`config.mk`:
```
export PLATFORM = sky130hd
export DESIGN_NAME = mem_stage_lsu
export DESIGN_NICKNAME = d
export VERILOG_FILES = /design/src/rtl/cpu_pkg.sv /design/src/rtl/mem_wb_reg.sv /design/src/rtl/mem_stage_lsu.sv
export SDC_FILE = /design/constraint.sdc
export NUM_CORES = 1
export LEC_CHECK = 0
export BUFFER_PORTS_ARGS = -buffer_cell sky130_fd_sc_hd__clkbuf_2
export CORE_ASPECT_RATIO = 0.5
export CORE_MARGIN = 2
export CORE_UTILIZATION = 42
export DETAILED_ROUTE_END_ITERATION = 7
export PLACE_DENSITY = 0.79
export RECOVER_POWER = 100
export REMOVE_ABC_BUFFERS = 1
export SLEW_MARGIN = 20
export SYNTH_ARGS = -nofsm -noshare
export SYNTH_HDL_FRONTEND = slang
export SYNTH_SLANG_ARGS = --single-unit
export TNS_END_PERCENT = 5
```
`constraint.sdc`:
```
create_clock -name clk -period 2.5 [get_ports clk]
set_input_delay 0.75 -clock clk [delete_from_list [all_inputs] [get_ports clk]]
set_output_delay 0.75 -clock clk [all_outputs]
set_load 0.01 [all_outputs]
```
`src/rtl/cpu_pkg.sv`:
```
// Shared types and constants for the MEM-stage load/store unit.
//   lsu_state_t   : access FSM states (IDLE, REQ, WAIT)
//   DADDR_W_DEF   : default data-memory word-address width
//   TIMEOUT_DEF   : default access timeout in cycles
//   REG_ADDR_W    : register-file index width
//   XLEN          : data path width
package cpu_pkg;

  typedef enum logic [1:0] {
    IDLE = 2'd0,
    REQ  = 2'd1,
    WAIT = 2'd2
  } lsu_state_t;

  localparam int DADDR_W_DEF = 14;
  localparam int TIMEOUT_DEF = 255;
  localparam int REG_ADDR_W  = 5;
  localparam int XLEN        = 32;

  // Word accesses need the two low byte-address bits clear.
  function automatic logic is_misaligned(input logic [1:0] byte_off);
    return byte_off != 2'b00;
  endfunction

endpackage

```
`src/rtl/mem_wb_reg.sv`:
```
// MEM/WB pipeline register with a load enable.
//   clk, rst_n  : clock, asynchronous active-low reset (clears everything)
//   load        : capture the inputs at the rising edge
//   reg_write, mem_to_reg, alu_result, rdata, rd : next MEM/WB contents
//   wb_*        : registered MEM/WB contents
module mem_wb_reg
  import cpu_pkg::*;
(
  input  logic                  clk,
  input  logic                  rst_n,
  input  logic                  load,
  input  logic                  reg_write,
  input  logic                  mem_to_reg,
  input  logic [XLEN-1:0]       alu_result,
  input  logic [XLEN-1:0]       rdata,
  input  logic [REG_ADDR_W-1:0] rd,
  output logic                  wb_reg_write,
  output logic                  wb_mem_to_reg,
  output logic [XLEN-1:0]       wb_alu_result,
  output logic [XLEN-1:0]       wb_rdata,
  output logic [REG_ADDR_W-1:0] wb_rd
);

  always_ff @(posedge clk or negedge rst_n) begin
    if (!rst_n) begin
      wb_reg_write  <= 1'b0;
      wb_mem_to_reg <= 1'b0;
      wb_alu_result <= '0;
      wb_rdata      <= '0;
      wb_rd         <= '0;
    end else if (load) begin
      wb_reg_write  <= reg_write;
      wb_mem_to_reg <= mem_to_reg;
      wb_alu_result <= alu_result;
      wb_rdata      <= rdata;
      wb_rd         <= rd;
    end
  end

endmodule

```
`src/rtl/mem_stage_lsu.sv`:
```
// MEM-stage load/store unit.
//   EX/MEM inputs : RegWrite_i, MemRead_i, MemWrite_i, MemtoReg_i, Branch_i,
//                   ALUResult_i, rdata2_i, rd_i, addr_jump_i
//   data memory   : dmem_req_o/we_o/addr_o/wdata_o out, dmem_gnt_i/rvalid_i/rdata_i in
//   pipeline      : stall_o freezes upstream stages while an access is in flight
//   fetch         : pc_src_o / pc_target_o forward the branch redirect
//   MEM/WB        : RegWrite_o, MemtoReg_o, rdata_o, ALUResult_o, rd_o
//   err_o         : one-cycle pulse on misaligned access or timeout abort
module mem_stage_lsu
  import cpu_pkg::*;
#(
  parameter int DADDR_W = DADDR_W_DEF,
  parameter int TIMEOUT = TIMEOUT_DEF,
  parameter int CNT_W   = 8
) (
  input  logic                  clk,
  input  logic                  rst_n,
  input  logic                  RegWrite_i,
  input  logic                  MemRead_i,
  input  logic                  MemWrite_i,
  input  logic                  MemtoReg_i,
  input  logic                  Branch_i,
  input  logic [XLEN-1:0]       ALUResult_i,
  input  logic [XLEN-1:0]       rdata2_i,
  input  logic [REG_ADDR_W-1:0] rd_i,
  input  logic [13:0]           addr_jump_i,
  output logic                  dmem_req_o,
  output logic                  dmem_we_o,
  output logic [DADDR_W-1:0]    dmem_addr_o,
  output logic [XLEN-1:0]       dmem_wdata_o,
  input  logic                  dmem_gnt_i,
  input  logic                  dmem_rvalid_i,
  input  logic [XLEN-1:0]       dmem_rdata_i,
  output logic                  stall_o,
  output logic                  pc_src_o,
  output logic [13:0]           pc_target_o,
  output logic                  RegWrite_o,
  output logic                  MemtoReg_o,
  output logic [XLEN-1:0]       rdata_o,
  output logic [XLEN-1:0]       ALUResult_o,
  output logic [REG_ADDR_W-1:0] rd_o,
  output logic                  err_o
);

  localparam logic [CNT_W-1:0] CNT_LIMIT = CNT_W'(TIMEOUT);

  lsu_state_t          state_reg, state_next;
  logic [CNT_W-1:0]    cnt_reg, cnt_next;
  logic                req_next, we_next, err_next;
  logic [DADDR_W-1:0]  addr_next;
  logic [XLEN-1:0]     wdata_next;
  logic                stall, wb_load, wb_reg_write;
  logic [XLEN-1:0]     wb_rdata;
  logic                mem_op, misaligned, at_limit;

  assign pc_src_o    = Branch_i;
  assign pc_target_o = addr_jump_i;

  assign mem_op     = MemRead_i | MemWrite_i;
  assign misaligned = is_misaligned(ALUResult_i[1:0]);
  assign at_limit   = (cnt_reg == CNT_LIMIT);

  // The FSM is forced to IDLE during reset, but an access still presented on
  // EX/MEM would otherwise raise stall there; keep upstream free while reset.
  assign stall_o = stall & rst_n;

  always_comb begin
    state_next   = state_reg;
    cnt_next     = cnt_reg;
    req_next     = dmem_req_o;
    we_next      = dmem_we_o;
    addr_next    = dmem_addr_o;
    wdata_next   = dmem_wdata_o;
    err_next     = 1'b0;
    stall        = 1'b0;
    wb_load      = 1'b0;
    wb_reg_write = RegWrite_i;
    wb_rdata     = '0;

    case (state_reg)
      IDLE: begin
        if (!mem_op) begin
          wb_load = 1'b1;
        end else if (misaligned) begin
          wb_load      = 1'b1;
          wb_reg_write = 1'b0;
          err_next     = 1'b1;
        end else begin
          stall      = 1'b1;
          state_next = REQ;
          cnt_next   = '0;
          req_next   = 1'b1;
          we_next    = MemWrite_i & ~MemRead_i;
          addr_next  = ALUResult_i[DADDR_W+1:2];
          wdata_next = rdata2_i;
        end
      end

      REQ: begin
        cnt_next = cnt_reg + CNT_W'(1);
        if (dmem_gnt_i && dmem_we_o) begin
          // Granted write finishes in the grant cycle.
          wb_load    = 1'b1;
          req_next   = 1'b0;
          state_next = IDLE;
        end else if (at_limit) begin
          // A granted read is not yet a completion, so the limit still aborts it.
          wb_load      = 1'b1;
          wb_reg_write = 1'b0;
          err_next     = 1'b1;
          req_next     = 1'b0;
          state_next   = IDLE;
        end else if (dmem_gnt_i) begin
          stall      = 1'b1;
          req_next   = 1'b0;
          state_next = WAIT;
        end else begin
          stall = 1'b1;
        end
      end

      WAIT: begin
        cnt_next = cnt_reg + CNT_W'(1);
        if (dmem_rvalid_i) begin
          wb_load    = 1'b1;
          wb_rdata   = dmem_rdata_i;
          state_next = IDLE;
        end else if (at_limit) begin
          wb_load      = 1'b1;
          wb_reg_write = 1'b0;
          err_next     = 1'b1;
          state_next   = IDLE;
        end else begin
          stall = 1'b1;
        end
      end

      default: begin
        state_next = IDLE;
        req_next   = 1'b0;
      end
    endcase
  end

  always_ff @(posedge clk or negedge rst_n) begin
    if (!rst_n) begin
      state_reg    <= IDLE;
      cnt_reg      <= '0;
      dmem_req_o   <= 1'b0;
      dmem_we_o    <= 1'b0;
      dmem_addr_o  <= '0;
      dmem_wdata_o <= '0;
      err_o        <= 1'b0;
    end else begin
      state_reg    <= state_next;
      cnt_reg      <= cnt_next;
      dmem_req_o   <= req_next;
      dmem_we_o    <= we_next;
      dmem_addr_o  <= addr_next;
      dmem_wdata_o <= wdata_next;
      err_o        <= err_next;
    end
  end

  mem_wb_reg u_mem_wb_reg (
    .clk           (clk),
    .rst_n         (rst_n),
    .load          (wb_load),
    .reg_write     (wb_reg_write),
    .mem_to_reg    (MemtoReg_i),
    .alu_result    (ALUResult_i),
    .rdata         (wb_rdata),
    .rd            (rd_i),
    .wb_reg_write  (RegWrite_o),
    .wb_mem_to_reg (MemtoReg_o),
    .wb_alu_result (ALUResult_o),
    .wb_rdata      (rdata_o),
    .wb_rd         (rd_o)
  );

endmodule

```
==> run summary <==
Status - complete, but fails checks
Failing checks - capacitance limit, slew limit
Sequential fraction of the synthesis area - 58.5%
Initial core utilization - 43.5%
Vias in the first global route - 4260
TNS Setup - 0 ps
DR pass1 iterations - 4
TritonCTS Buffers - 17
Synthesis-to-layout area growth - 30.5%
Minimum clock period - 2450 ps
Clk_skew - 13.8 ps
Crit path launch type - register
Pin count of the biggest net entering global routing - 131
Leading cell type in the layout, fill and taps excluded - dfrtp_1
RSZ-0062 raised after global routing - true
Routed wire per std cell - 16.8 um
Htree depth - 4
PwrDens - 1360 mW/mm^2
N_diodes - 0
Slew @ Worst Pin - 1740 ps
Final ANT Viol Nets - 0
Design Area, Final - 0.00726 mm^2
WL final - 13.5 mm
Crit path DAT - 1700 ps
Period utilisation layout - 98.0%
HPWL Detailed - 9.75 mm
Die X - 167 um
FP Rows - 29
Total track usage - 19.4%
First-pass GRT wire length - 21.6 mm
Final #Nets - 752
Clock Latency Late Sink - 400 ps
Reg clk slew, reported paths - 60 ps
Post-Syn Area per Cell - 14.2 um^2
Cell taking the most area after synthesis - dfrtp_1
Die area - 0.0142 mm^2
Clk root buf - clkbuf_16
Worst VDD drop - 0.000639 V
Required @ worst endpoint - 1750 ps
Final setup fails - 0
CTS tree - done
Max-Cap Viols - 1
Top-area cell type share of the netlist area - 58.5%
Vias per std cell - 4.97
CP Max Fanout - 4
Leakage - 3.47 nW
Number of synthesized register bits - 130
Clk sinks - 130
Chip height - 85.4 um
Synth cell types - 36
Core box area - 0.0128 mm^2
Slew Viols, Final - 131
Endpoints failing hold - 0
I/O Buffers - 229
Hold Path Class - register to register
Top flop regs - dmem_wdata_o (32), u_mem_wb_reg.wb_alu_result (32), u_mem_wb_reg.wb_rdata (32)
Grt ovf - 0
CP Capture Type - output pin
Placer congestion estimate - 0.809
Synth area leaders - dfrtp_1 (58%), mux2_2 (21%), and3_1 (3.7%), mux2_4 (2.7%), buf_4 (2.0%)
I/O Pins - 260
Layout cells sized above 1 - 42.8%
Cells after Synth - 392
Max Buffers Root-to-Sink - 2
Max Clk Rate - 0.408 GHz
Detailed Route Iter0 Violations - 166
Commonest non-fill, non-tap cells in the layout - dfrtp_1 (130), clkbuf_1 (123), clkbuf_2 (108)
Initial antenna violation count - 0
# fillers - 1126
YS warnings - 0
Final Non-Filler Cells - 805
Synthesized cell area - 0.00557 mm^2
Vias - 4002
Critical path class - register to output pin
DRC viols - 0
Placed instance count - 769
Normalized max-slew margin - -15.8%
Placed Area - 0.00683 mm^2
## per-layer routing
metal,wire (um),track usage (%)
met1,5250,21.8
met2,7400,35.1
met3,570,4.94
met4,328,8.93
met5,0,0
## final cells by class
class                           instances  area (um^2)  share of cell area (%)
Clock buffer                           18          439                    6.05
Clock inverter                         13          153                    2.10
Inverter                                2         7.51                   0.103
Multi-Input combinational cell        224         2060                    28.4
Sequential cell                       130         3250                    44.8
Tap cell                              170          213                    2.93
Timing Repair Buffer                  248         1130                    15.6
## critical path, cell delays in order (launching register included)
cell and delay (ps):
dfrtp_1 430, inv_1 110, ha_1 210, nand2_1 100, nor2_4 90, a21oi_1 40, nor3b_1 160, buf_2 160
## what timing repair did
action / in CTS / in global routing
setup endpoints to repair: 1 / 1
gates cloned: 0 / 0
pin swaps: 1 / 1
setup buffers: 3 / 2
gates resized for setup: 5 / 5
hold buffers: 0 / 0
## logic make-up (layout without fill, tap and decap cells)
group | count (synthesis) | in the layout | synth area share [%]
flops | 130 | 130 | 58.5
mux | 120 | 120 | 25.0
simple gates | 68 | 68 | 6.97
buf+inv | 38 | 281 | 4.61
compound gates | 31 | 31 | 3.89
fa+ha+maj | 5 | 5 | 1.12
## through the flow
| step | power [mW] | util, % | hold WS [ps] | worst slack [ps] |
|---|---|---|---|---|
| after global routing | 10.5 | 56.7 | 514 | -31.8 |
| after global placement | 7.67 | 53.3 | 457 | 110 |
| after detailed placement | 7.83 | 53.3 | 474 | 127 |
| after floorplan | 6.05 | - | 437 | -1690 |
| after CTS | 10.4 | 58.2 | 485 | 0.189 |
| final | 9.89 | 56.7 | 484 | 49.7 |
## final timing paths
path,startpoint,to,depth (start not counted),slack (ps)
max,state_reg[1]$_DFFE_PN0P_,stall_o,7,50
min,u_mem_wb_reg.wb_alu_result[25]$_DFFE_PN0P_,u_mem_wb_reg.wb_alu_result[25]$_DFFE_PN0P_,1,480
max reg2reg,state_reg[1]$_DFFE_PN0P_,u_mem_wb_reg.wb_alu_result[26]$_DFFE_PN0P_,7,180
min reg2reg,u_mem_wb_reg.wb_alu_result[25]$_DFFE_PN0P_,u_mem_wb_reg.wb_alu_result[25]$_DFFE_PN0P_,1,480
max in group asynchronous,rst_n,dmem_addr_o[10]$_DFFE_PN0P_,2,450
min in group asynchronous,rst_n,u_mem_wb_reg.wb_rdata[18]$_DFFE_PN0P_,2,970
## Yosys cell counts, drive strengths merged
library cell  number
nand2b             2
a211oi             1
and3              34
nand4              1
o211ai             3
and2               5
nor3b              1
a21oi              5
a22oi              1
nor2b              2
mux2             120
nand3              3
a31oi              2
a21o               1
inv                2
nor3               1
o21ai             10
buf               26
and4               1
ha                 5
o31a               1
clkbuf            10
or2b               1
a22o               2
nand2             10
dfrtp            130
nor2               7
o31ai              5
## power by group
group | switching, mW | internal (mW) | total [mW]
sequential | 0.506 | 3.07 | 3.58
clock | 0.944 | 1.51 | 2.45
combinational | 2.03 | 1.83 | 3.86
total | 3.48 | 6.41 | 9.89
(Power assumes the default switching activity.)
